<file path="config.mk">
export PLATFORM = sky130hd
export DESIGN_NAME = mips_hazard_ctrl
export DESIGN_NICKNAME = d
export VERILOG_FILES = /design/src/rtl/mips_pkg.sv /design/src/rtl/sat_counter16.sv /design/src/rtl/mips_hazard_ctrl.sv
export SDC_FILE = /design/constraint.sdc
export NUM_CORES = 1
export LEC_CHECK = 0
export BUFFER_PORTS_ARGS = -buffer_cell sky130_fd_sc_hd__clkbuf_2
export CAP_MARGIN = 20
export CORE_MARGIN = 1.5
export CORE_UTILIZATION = 45
export DETAILED_ROUTE_END_ITERATION = 6
export PLACE_DENSITY_LB_ADDON = 0.08
export SLEW_MARGIN = 20
export SYNTH_ARGS = -nofsm -noshare
export SYNTH_HDL_FRONTEND = slang
export SYNTH_SLANG_ARGS = --single-unit
</file>
<file path="constraint.sdc">
create_clock -name clk -period 4.14 [get_ports clk]
set_input_delay 0.828 -clock clk [delete_from_list [all_inputs] [get_ports clk]]
set_output_delay 0.828 -clock clk [all_outputs]
set_load 0.02 [all_outputs]
</file>
<file path="src/rtl/mips_pkg.sv">
// Shared definitions for the 5-stage MIPS core: opcode constants, the hazard
// controller state encoding and a small opcode-decode helper.
package mips_pkg;

  localparam logic [5:0] OP_RTYPE = 6'h00;
  localparam logic [5:0] OP_LW    = 6'h23;
  localparam logic [5:0] OP_SW    = 6'h2B;
  localparam logic [5:0] OP_BEQ   = 6'h04;
  localparam logic [5:0] OP_BNE   = 6'h05;
  localparam logic [5:0] OP_ADDI  = 6'h08;
  localparam logic [5:0] OP_ANDI  = 6'h0C;
  localparam logic [5:0] OP_ORI   = 6'h0D;

  typedef enum logic {
    RUN     = 1'b0,
    BR_WAIT = 1'b1
  } hz_state_t;

  // True when the instruction reads rt as a source operand. For I-type ALU
  // ops and lw, rt is the destination, so it can never create a load-use hazard.
  function automatic logic opUsesRt(input logic [5:0] opcode);
    return (opcode == OP_RTYPE) || (opcode == OP_SW) ||
           (opcode == OP_BEQ)   || (opcode == OP_BNE);
  endfunction

  // Conditional branches resolved in EX/MEM.
  function automatic logic opIsBranch(input logic [5:0] opcode);
    return (opcode == OP_BEQ) || (opcode == OP_BNE);
  endfunction

endpackage

</file>
<file path="src/rtl/sat_counter16.sv">
// 16-bit up counter that sticks at 0xFFFF instead of wrapping, so a long
// debug run never reports a misleadingly small stall count.
module sat_counter16 (
  input  logic        clk,
  input  logic        rst,
  input  logic        en,
  output logic [15:0] count
);

  // Increment on enable until all ones, then hold.
  always_ff @(posedge clk or posedge rst) begin
    if (rst) begin
      count <= 16'h0000;
    end else if (en && (count != 16'hFFFF)) begin
      count <= count + 16'h0001;
    end
  end

endmodule

</file>
<file path="src/rtl/mips_hazard_ctrl.sv">
// Pipeline hazard controller: detects load-use hazards and branches in ID,
// stalls/flushes the front end accordingly, waits for the branch outcome from
// EX/MEM, and keeps saturating stall counters for performance debug.
module mips_hazard_ctrl #(
  parameter int BR_LAT = 2
) (
  input  logic        clk,
  input  logic        rst,
  input  logic        id_valid,
  input  logic [5:0]  id_opcode,
  input  logic [4:0]  id_rs,
  input  logic [4:0]  id_rt,
  input  logic        ex_mem_read,
  input  logic [4:0]  ex_rt,
  input  logic        br_resolve,
  input  logic        br_taken,
  output logic        pc_write,
  output logic        pc_sel,
  output logic        if_id_write,
  output logic        if_id_flush,
  output logic        id_ex_bubble,
  output logic        br_timeout,
  output logic [15:0] lu_stall_cnt,
  output logic [15:0] br_stall_cnt
);

  import mips_pkg::*;

  // wcnt is only 3 bits wide. Comparing against the target modulo 8 still
  // fires on exactly the right cycle for BR_LAT=6 because wcnt wraps 7->0
  // on the eighth wait cycle.
  localparam logic [2:0] TIMEOUT_CNT = 3'((BR_LAT + 2) % 8);

  hz_state_t  state;
  hz_state_t  stateNext;
  logic [2:0] wcnt;
  logic [2:0] wcntNext;
  logic       timeoutSet;
  logic       luInc;
  logic       brInc;
  logic       loadUse;
  logic       branchInId;

  // Hazard terms: a lw in ID/EX whose non-zero destination is read in ID.
  always_comb begin
    loadUse = id_valid && ex_mem_read && (ex_rt != 5'd0) &&
              ((ex_rt == id_rs) || (opUsesRt(id_opcode) && (ex_rt == id_rt)));
    branchInId = id_valid && opIsBranch(id_opcode);
  end

  // Next-state and Mealy control outputs; reset forces a safe front end.
  always_comb begin
    stateNext    = state;
    wcntNext     = wcnt;
    timeoutSet   = 1'b0;
    luInc        = 1'b0;
    brInc        = 1'b0;
    pc_write     = 1'b1;
    pc_sel       = 1'b0;
    if_id_write  = 1'b1;
    if_id_flush  = 1'b0;
    id_ex_bubble = 1'b0;

    case (state)
      RUN: begin
        if (loadUse) begin
          pc_write     = 1'b0;
          if_id_write  = 1'b0;
          id_ex_bubble = 1'b1;
          luInc        = 1'b1;
        end else if (branchInId) begin
          pc_write    = 1'b0;
          if_id_flush = 1'b1;
          stateNext   = BR_WAIT;
          wcntNext    = 3'd1;
        end
      end
      BR_WAIT: begin
        if (br_resolve) begin
          pc_write    = 1'b1;
          pc_sel      = br_taken;
          if_id_write = 1'b1;
          if_id_flush = br_taken;
          stateNext   = RUN;
          wcntNext    = 3'd0;
        end else if (wcnt == TIMEOUT_CNT) begin
          pc_write    = 1'b1;
          pc_sel      = 1'b0;
          if_id_flush = 1'b0;
          timeoutSet  = 1'b1;
          stateNext   = RUN;
          wcntNext    = 3'd0;
        end else begin
          pc_write    = 1'b0;
          if_id_flush = 1'b1;
          brInc       = 1'b1;
          wcntNext    = wcnt + 3'd1;
        end
      end
      default: begin
        stateNext = RUN;
        wcntNext  = 3'd0;
      end
    endcase

    if (rst) begin
      pc_write     = 1'b0;
      pc_sel       = 1'b0;
      if_id_write  = 1'b0;
      if_id_flush  = 1'b1;
      id_ex_bubble = 1'b1;
    end
  end

  // State register, wait counter and sticky timeout flag.
  always_ff @(posedge clk or posedge rst) begin
    if (rst) begin
      state      <= RUN;
      wcnt       <= 3'd0;
      br_timeout <= 1'b0;
    end else begin
      state <= stateNext;
      wcnt  <= wcntNext;
      if (timeoutSet) begin
        br_timeout <= 1'b1;
      end
    end
  end

  sat_counter16 luCounter (
    .clk   (clk),
    .rst   (rst),
    .en    (luInc),
    .count (lu_stall_cnt)
  );

  sat_counter16 brCounter (
    .clk   (clk),
    .rst   (rst),
    .en    (brInc),
    .count (br_stall_cnt)
  );

endmodule

</file>
==> run_results.csv, run 1 <==
group,metric,value,unit
cts,cts_buffers,5,
synth,synth_common_cells,"37 x dfrtp_1, 21 x xnor2_1, 16 x xor2_1",
die,rows,24,
die,fp.dieH,69.9,µm
global_routing,antenna_violations_before_repair,0,
synth,synth_async_sr_flop_share,100,%
drt,routed_wirelength,3770,µm
worst_setup_path,crit_slowest_cell,"or3_1",
placement,dp_hpwl,2920,µm
drt,drc_markers,0,
synth,synth_largest_area_cell,"dfrtp_1",
layout,insertedDiodeCount,0,
worst_setup_path,criticalPathCategory,"in2out",
cts,clock_tree.root_cell,"clkbuf_8",
worst_setup_path,path_common_cell,"clkbuf_2",
drt,firstDrtPassIters,4,
die,floorplan.die_area,0.00489,mm²
flow_run,drv.max_cap_violation_count,0,
worst_setup_path,crit_path_max_incr_delay,380,ps
cts,cts_hold_repair.buffers,0,
timing,final_max_slew_viol_count,0,
timing,finalWorstPathRequiredPeriod,3240,ps
cts,cts_resized,0,
timing,worst_slew_pin_slew,466,ps
global_routing,grt_remaining_overflow,0,
synth,synth.ff_latch_count,37,
die,die_x,69.9,µm
hold_path,holdCritPathClass,"reg2reg",
hold_path,hold_path_cell_cnt,1,
layout,final_nets,286,
layout,fraction_of_layout_instances_using_a_drive_strength_above_1,34.8,%
synth,netlist_instances,185,
hold_path,hold_start,"br_timeout$_DFFE_PP0P_",
worst_setup_path,r2r-end,"luCounter.count[1]$_DFFE_PP0P_",
placement,buffer_ports.inserted,64,
synth,synthesis.yosys.warnings,0,
die,ios,65,
worst_setup_path,critPathTopFamily,"simple AND/OR/NAND/NOR gates",
synth,synth_ff_type,"dfrtp_1",
worst_setup_path,critical_path.cell_chain,"clkbuf_2, or3_1, o311a_4, nand4_4, a21oi_1, nor4_1, clkbuf_2",
timing,hold_viol,0,
status,run_status,"finished, final reports clean",
timing,fin_tns_setup,0,ps
power,design_power_total,0.000872,W
power,pwr_density_cell,347,mW/mm²
synth,syn-mean-instance-area,10.9,µm²
synth,synthesis.area,0.00201,mm²
layout,area_growth,24.7,%
drt,post_drt_via_cell_ratio,5.17,
synth,synth_top_area_share,46.0,%
global_routing,grt_pass1_wl,6530,µm
layout,num-fill-cells,401,
worst_setup_path,timing.critical_path.buf_inv,2,
synth,ys_top_cells_by_area,"dfrtp_1 46%, xnor2_1 9.1%, xor2_1 7.0%, nand4_1 3.7%, nand3_1 3.0%",
placement,place.gp.congestion,0.802,
hold_path,timing.hold.worst_endpoint,"br_timeout$_DFFE_PP0P_",
worst_setup_path,worstReg2RegStart,"luCounter.count[0]$_DFFE_PP0P_",
worst_setup_path,crit_required,3310,ps
cts,clkLatencyLatePin,280,ps
drt,num_vias,1591,
synth,synth-seq-area-share,46.0,%
timing,finClkSkew,6.53,ps
worst_setup_path,endpoint_kind,"output pin",
die,core_region_area,0.00432,mm²
worst_setup_path,ff2ff_path_depth,6,
global_routing,grt_max_degree,39,
power,power.ir.vdd_worst,0.000267,V
drt,wire_per_inst,12.2,µm
cts,cts_num_sinks,37,
power,cellLeakagePower,1.28,nW
cts,cts.clk_slew.worst_paths,70,ps
worst_setup_path,startpoint_type_of_the_worst_setup_path,"primary input",
timing,setup_viol,0,
worst_setup_path,worstPathMaxFanout,4,
synth,synth_cell_types,43,
timing,max_freq,309,MHz
synth,synthesis.nets,216,
drt,drt-initial-drc-count,73,
cts,cts_post_setup_buffers_inserted,0,
cts,tritoncts_clock_tree,"yes",
timing,max_slew_margin,69.0,%
cts,cts-root-to-sink-buffers,2,
global_routing,grt_pass1_vias,1431,
die,start_util,46.6,%
cts,ctsHtreeMaxLevel,2,
timing,rsz_0062_raised_after_global_routing,"false",
synth,post-synth-top-count-cell,"dfrtp_1",
timing,layout_worst_path_cycle_share,78.2,%
worst_setup_path,timing.reg2reg.setup_slack,1950,ps
drt,ant_nets,0,
worst_setup_path,crit_arrival,2410,ps
synth,number_of_enable_flip_flop_cells_after_synthesis,0,
global_routing,grt_util_all_layers,16.3,%
-- flip-flops by register name, indices dropped and copies added, names as in the netlist --
register         flops
brCounter.count     16
br_timeout           1
state                1
wcnt                 3
luCounter.count     16
-- cells by family after synthesis --
kind of cell               share of synthesized area, %
DFF                                                46.0
adders and majority gates                          2.48
buffers and inverters                              1.86
AOI/OAI and AO/OA                                  7.21
muxes                                              2.24
xor gates and xnor gates                           16.1
and+or+nand+nor                                    24.2
-- metal layers --
layer | share of wire (%) | global-route usage, % | up-vias
li1 | - | - | 791
met1 | 47 | 22.4 | 762
met2 | 47 | 25.9 | 34
met3 | 4.9 | 4.18 | 4
met4 | 0.64 | 3.85 | 0
met5 | 0 | 0 | -
-- cells in the final DEF, fill, tap and decap left out, types with 2 or more instances in the layout --
cell type and count:
clkbuf_2 64, dfrtp_1 37, xnor2_1 21, xor2_1 16, nand2_1 15, nor2_1 13, nand3_1 12, nand4_1 12
inv_1 6, clkbuf_8 6, and3_1 5, ha_1 4, and4_1 3, a21oi_1 3, nor3_1 2, nand4_4 2
a31oi_1 2, and2_1 2, and2b_1 2, a21oi_2 2, nor4_1 2
-- where the power goes --
part           internal, W  switching, W  total (W)
clock             0.000196      0.000125   0.000321
combinational    0.0000571     0.0000778   0.000135
sequential        0.000385     0.0000313   0.000416
-- how the worst max path moves through the flow --
stage / slack [ps] / startpoint / cells past startpoint / endpoint
finish: 900 / ex_rt[0] / 7 / pc_write
global route: 800 / ex_rt[0] / 7 / pc_write
CTS: 890 / ex_rt[0] / 7 / pc_write
detailed placement: 890 / ex_rt[0] / 7 / pc_write
global placement: 950 / ex_rt[0] / 7 / pc_write
floorplan: 840 / ex_rt[0] / 5 / pc_write
-- cell type report --
type	instances	area, µm²	area share, %
clock buffers	6	82.6	3.29
clock inverters	2	37.5	1.49
inverters	6	22.5	0.896
multi-input cells	140	1050	41.8
flip-flops and latches	37	926	36.9
well taps	52	65.1	2.59
repair buffers	65	328	13.0
-- metrics by stage --
| step | instances | util [%] | setup WS, ps | hold WS [ps] | area (µm²) |
|---|---|---|---|---|---|
| finish | 308 | 58.1 | 903 | 470 | 2510 |
| global route | 308 | 58.1 | 802 | 488 | 2510 |
| CTS | 308 | 58.1 | 893 | 475 | 2510 |
| detailed placement | 300 | 55.3 | 894 | 458 | 2390 |
| global placement | 300 | 55.3 | 953 | 453 | 2390 |
| floorplan | 185 | - | 844 | 491 | 2010 |
-- worst reg2reg max path: stages (launching register included) --
cell and delay, ps:
dfrtp_1 440, ha_1 230, and3_1 190, and3_1 240
a41o_1 270, a21oi_4 350, mux2_1 360
Note: power is estimated with default switching activity, not from simulation.
==> inputs of run 2 (changes only) <==
- clock period: 4.14 -> 3.2 ns (I/O delays scaled with it)
==> run 2 against run 1 <==
Net effect: global-route usage increased by 0.39 points; first-iteration DRC count decreased by 9.6%; final area decreased by 0.65%; largest cell class unchanged; critical path type unchanged.
==> run_results.csv, run 2 (synthesis gave the netlist of run 1 again) <==
group,metric,value,unit
global_routing,use_met1,22.8,%
die,rows,24,
worst_setup_path,critical_path.cell_chain,"clkbuf_2, or3_1, o311a_4, nand4_4, a21oi_1, nor4_1, clkbuf_2",
cts,cts-root-to-sink-buffers,2,
global_routing,grt_max_degree,38,
timing,final_max_slew_viol_count,0,
worst_setup_path,path_common_cell,"clkbuf_2",
timing,fin_tns_setup,0,ps
worst_setup_path,ff2ff_path_depth,6,
worst_setup_path,crit_required,2560,ps
drt,routed_wirelength,3760,µm
placement,dp_hpwl,2870,µm
worst_setup_path,worstPathMaxFanout,4,
power,pwr-share-seq,49.2,%
power,clock_power_share,35.1,%
global_routing,grt_util_all_layers,16.7,%
hold_path,hold_start,"br_timeout$_DFFE_PP0P_",
drt,ant_nets,0,
cts,cts_hold_repair.buffers,0,
worst_setup_path,crit_path_max_incr_delay,380,ps
hold_path,hold_path_cell_cnt,1,
power,pwr_density_cell,438,mW/mm²
drt,drc_markers,0,
placement,buffer_ports.inserted,64,
hold_path,holdCritPathClass,"reg2reg",
global_routing,antenna_violations_before_repair,0,
global_routing,groute.layer.met3.usage,4.76,%
die,ios,65,
die,die_x,69.9,µm
power,power.ir.vdd_worst,0.000356,V
die,start_util,46.6,%
drt,post_drt_via_cell_ratio,5.05,
die,core_region_area,0.00432,mm²
layout,layout.cells.most_common,"clkbuf_2",
worst_setup_path,r2r-end,"luCounter.count[1]$_DFFE_PP0P_",
drt,wire_per_inst,12.2,µm
placement,place.gp.congestion,0.799,
cts,cts_post_setup_buffers_inserted,0,
timing,finClkSkew,3.84,ps
status,run_status,"finished, final reports clean",
hold_path,timing.hold.worst_endpoint,"br_timeout$_DFFE_PP0P_",
layout,layout.cells.most_common_list,"64 x clkbuf_2, 37 x dfrtp_1, 21 x xnor2_1",
power,internal_power,0.000797,W
cts,clock_tree.root_cell,"clkbuf_8",
global_routing,grt_remaining_overflow,0,
layout,insertedDiodeCount,0,
timing,hold_viol,0,
worst_setup_path,worstReg2RegStart,"luCounter.count[0]$_DFFE_PP0P_",
drt,firstDrtPassIters,4,
power,p_sw,0.000297,W
cts,cts_num_sinks,37,
power,proportion_of_total_power_due_to_net_switching,27.1,%
cts,tritoncts_clock_tree,"yes",
layout,final_nets,286,
global_routing,grt_pass1_wl,6580,µm
cts,cts_resized,0,
worst_setup_path,timing.reg2reg.setup_slack,1030,ps
timing,finalWorstPathRequiredPeriod,2850,ps
drt,drt-initial-drc-count,66,
timing,max_freq,351,MHz
layout,fraction_of_layout_instances_using_a_drive_strength_above_1,34.5,%
timing,layout_worst_path_cycle_share,89.0,%
cts,clkLatencyLatePin,280,ps
timing,worst_slew_pin_slew,461,ps
power,cellLeakagePower,1.27,nW
worst_setup_path,criticalPathCategory,"in2out",
layout,largest_registers,"brCounter.count (16), luCounter.count (16), wcnt (3)",
cts,ctsHtreeMaxLevel,2,
drt,num_vias,1549,
layout,num-fill-cells,401,
global_routing,grt_busiest_layer,"met2",
timing,rsz_0062_raised_after_global_routing,"false",
worst_setup_path,crit_slowest_cell,"or3_1",
flow_run,drv.max_cap_violation_count,0,
power,power_share_of_the_combinational_group,15.7,%
die,floorplan.die_area,0.00489,mm²
layout,area_growth,23.9,%
global_routing,grt_util_met2,26.3,%
worst_setup_path,crit_arrival,2210,ps
worst_setup_path,startpoint_type_of_the_worst_setup_path,"primary input",
power,design_power_total,0.00109,W
timing,max_slew_margin,69.2,%
cts,cts.clk_slew.worst_paths,70,ps
global_routing,grt_pass1_vias,1449,
die,fp.dieH,69.9,µm
timing,setup_viol,0,
worst_setup_path,endpoint_kind,"output pin",
cts,cts_buffers,5,
run 2: cell types whose count changed in the layout (fill, tap and decap cells not counted):
cell / change
clkbuf_8: -1
clkinv_2: +1
clkinvlp_4: -1
run 2: critical path: cells and delay by family:
| kind | cells | cell delay (ps) |
|---|---|---|
| and+or+nand+nor | 3 | 760 |
| AOI/OAI and AO/OA | 2 | 490 |
| buffers and inverters | 2 | 330 |
run 2: how the worst max path moves through the flow:
stage,from,endpoint,slack (ps),depth (start not counted)
2_1_floorplan,ex_rt[0],pc_write,280,5
5_1_grt,ex_rt[0],pc_write,210,7
3_5_place_dp,ex_rt[0],pc_write,340,7
6_report,ex_rt[0],pc_write,350,7
3_3_place_gp,ex_rt[0],pc_write,380,7
4_1_cts,ex_rt[0],pc_write,340,7
run 2: metal layers:
metal  wire length, µm  share of wire (%)  up-vias
met4                39                1.0        0
met3               178                4.7        5
met1              1850                 49      715
li1                  -                  -      794
met2              1690                 45       35
met5                 0                  0        -
run 2: area by class of cell:
cell class	count	area, µm²	area share (%)
tap	52	65.1	2.61
multi-input combinational	140	1050	42.1
timing repair buffer	65	328	13.1
sequential	37	926	37.1
inverter	6	22.5	0.902
clock inverter	2	35.0	1.40
clock buffer	5	68.8	2.76
run 2: power by group through the flow:
stage                     registers [W]  clock network, W  logic [W]
after floorplan                0.000566                 0  0.0000883
after global placement         0.000547                 0   0.000172
after detailed placement       0.000547                 0   0.000174
after CTS                      0.000538          0.000399   0.000175
after global routing           0.000545          0.000418   0.000197
final                          0.000538          0.000384   0.000171
run 2: per-stage QoR:
stage | std cells | worst slack, ps | cell area (µm²) | util, % | hold slack [ps]
after floorplan | 185 | 280 | 2010 | - | 491
final | 307 | 351 | 2500 | 57.7 | 469
after global placement | 300 | 380 | 2390 | 55.3 | 454
after detailed placement | 300 | 344 | 2390 | 55.3 | 460
after global routing | 307 | 215 | 2500 | 57.7 | 489
after CTS | 307 | 339 | 2500 | 57.7 | 476
==> inputs of run 3 (changes only) <==
--- a/config.mk
+++ b/config.mk
@@ -12,4 +12,5 @@
 export DETAILED_ROUTE_END_ITERATION = 6
 export PLACE_DENSITY_LB_ADDON = 0.08
+export RECOVER_POWER = 50
 export SLEW_MARGIN = 20
 export SYNTH_ARGS = -nofsm -noshare
==> constraint.sdc (replaced) <==
create_clock -name clk -period 3.2 [get_ports clk]
set_input_delay 0.64 -clock clk [delete_from_list [all_inputs] [get_ports clk]]
set_output_delay 0.64 -clock clk [all_outputs]
set_load 0.05 [all_outputs]
==> run 3 against run 2 <==
Net effect: the run now ends with capacitance limit, slew limit left; combinational power rose by 33%; sequential power about the same; flip-flop and latch count did not move; via count up 3.1%; critical path type unchanged; highest routed layer unchanged.
==> run_results.csv, run 3 (synthesis gave the netlist of run 1 again) <==
group,metric,value,unit
die,fp.dieH,69.9,µm
layout,area_growth,24.2,%
drt,ant_nets,0,
timing,layout_worst_path_cycle_share,92.7,%
placement,dp_hpwl,3050,µm
timing,finClkSkew,5.58,ps
timing,rsz_0062_raised_after_global_routing,"false",
timing,worst_slew_pin_slew,1950,ps
timing,fin_tns_setup,0,ps
drt,num_vias,1597,
power,cellLeakagePower,1.23,nW
worst_setup_path,endpoint_kind,"output pin",
timing,hold_viol,0,
die,floorplan.die_area,0.00489,mm²
placement,buffer_ports.inserted,64,
cts,cts_hold_repair.buffers,0,
global_routing,grt_pass1_wl,6990,µm
timing,finalWorstPathRequiredPeriod,2970,ps
die,die_x,69.9,µm
placement,place.gp.congestion,0.728,
layout,layout.cells.most_common,"clkbuf_2",
die,core_region_area,0.00432,mm²
timing,min_hold_slack,466,ps
cts,ctsHtreeMaxLevel,2,
flow_run,drv.max_cap_violation_count,1,
die,ios,65,
drt,wl_met3,259,µm
timing,max_slew_margin,-30.0,%
layout,layout.cells.most_common_list,"47 x clkbuf_2, 37 x dfrtp_1, 21 x xnor2_1",
layout,seq_area,926,µm²
drt,route.top_layer_used,"met4",
cts,clkLatencyLatePin,290,ps
layout,multi_input_comb_area,0.00105,mm²
timing,setup_viol,0,
power,power.ir.vdd_worst,0.000329,V
timing,max_freq,337,MHz
drt,post_drt_via_cell_ratio,5.19,
timing,final_max_slew_viol_count,38,
cts,cts_num_sinks,37,
drt,firstDrtPassIters,4,
worst_setup_path,crit_arrival,2330,ps
layout,insertedDiodeCount,0,
power,pwr_density_cell,496,mW/mm²
status,failed_checks,"capacitance limit, slew limit",
layout,final_nets,286,
drt,drt-initial-drc-count,40,
hold_path,holdCritPathClass,"reg2reg",
die,start_util,46.6,%
cts,cts_post_setup_buffers_inserted,0,
layout,largest_registers,"brCounter.count (16), luCounter.count (16), wcnt (3)",
global_routing,antenna_violations_before_repair,0,
cts,cts_buffers,5,
global_routing,grt_util_all_layers,17.9,%
status,run_status,"complete, but fails checks",
die,rows,24,
drt,drc_markers,0,
cts,cts-root-to-sink-buffers,2,
layout,num-fill-cells,404,
global_routing,grt_remaining_overflow,0,
global_routing,grt_pass1_vias,1496,
drt,route.layer.met1.wl,1890,µm
cts,cts.clk_slew.worst_paths,70,ps
worst_setup_path,criticalPathCategory,"in2out",
drt,wire_per_inst,13.1,µm
drt,routed_wirelength,4020,µm
worst_setup_path,crit_required,2560,ps
worst_setup_path,startpoint_type_of_the_worst_setup_path,"primary input",
layout,fraction_of_layout_instances_using_a_drive_strength_above_1,27.7,%
cts,tritoncts_clock_tree,"yes",
worst_setup_path,worstPathMaxFanout,4,
cts,cts_resized,0,
drt,met2_length,1820,µm
global_routing,grt_max_degree,38,
cts,clock_tree.root_cell,"clkbuf_8",
-- run 3: path summary, 6_finish.rpt --
path                                           startpoint                              end  slack (ps)  cells after the start
max in group asynchronous                             rst  brCounter.count[15]$_DFFE_PP0P_         930                      3
min reg2reg                        br_timeout$_DFFE_PP0P_           br_timeout$_DFFE_PP0P_         470                      1
min                                br_timeout$_DFFE_PP0P_           br_timeout$_DFFE_PP0P_         470                      1
max reg2reg                luCounter.count[0]$_DFFE_PP0P_   luCounter.count[1]$_DFFE_PP0P_        1030                      6
min in group asynchronous                             rst           br_timeout$_DFFE_PP0P_        1150                      3
max                                              ex_rt[0]                         pc_write         230                      7
-- run 3: routing by layer --
metal / vias to the layer above / global-route usage, %
li1: 789 / -
met1: 755 / 23.2
met2: 46 / 28.1
met3: 7 / 6.20
met4: 0 / 5.77
met5: - / 0
-- run 3: worst max-delay path, stage by stage --
cell and delay [ps]:
clkbuf_2 110, or3_1 380, o311a_4 350, nand4_4 90, a21oi_1 150, nor4_2 280
clkbuf_2 320
-- run 3: report_power, final --
| group | internal [W] | switching, W |
|---|---|---|
| registers | 0.000498 | 0.0000398 |
| clock network | 0.000310 | 0.000166 |
| logic | 0.0000730 | 0.000154 |
| total | 0.000880 | 0.000360 |
-- run 3: per-stage QoR --
| stage | util (%) | cell area [µm²] | total power (W) | worst slack [ps] | instances |
|---|---|---|---|---|---|
| global route | 57.8 | 2500 | 0.00131 | 127 | 308 |
| floorplan | - | 2020 | 0.000710 | 6.71 | 185 |
| detailed placement | 55.5 | 2400 | 0.000779 | 225 | 300 |
| CTS | 58.6 | 2530 | 0.00126 | 223 | 308 |
| global placement | 55.5 | 2400 | 0.000775 | 233 | 300 |
| finish | 57.8 | 2500 | 0.00124 | 233 | 308 |
-- run 3: layout make-up --
class                           count  share of cell area [%]
Multi-Input combinational cell    140                    42.0
Sequential cell                    37                    37.0
Timing Repair Buffer               65                    12.1
Clock buffer                        5                    2.75
Clock inverter                      3                    2.60
Tap cell                           52                    2.60
Inverter                            6                   0.900
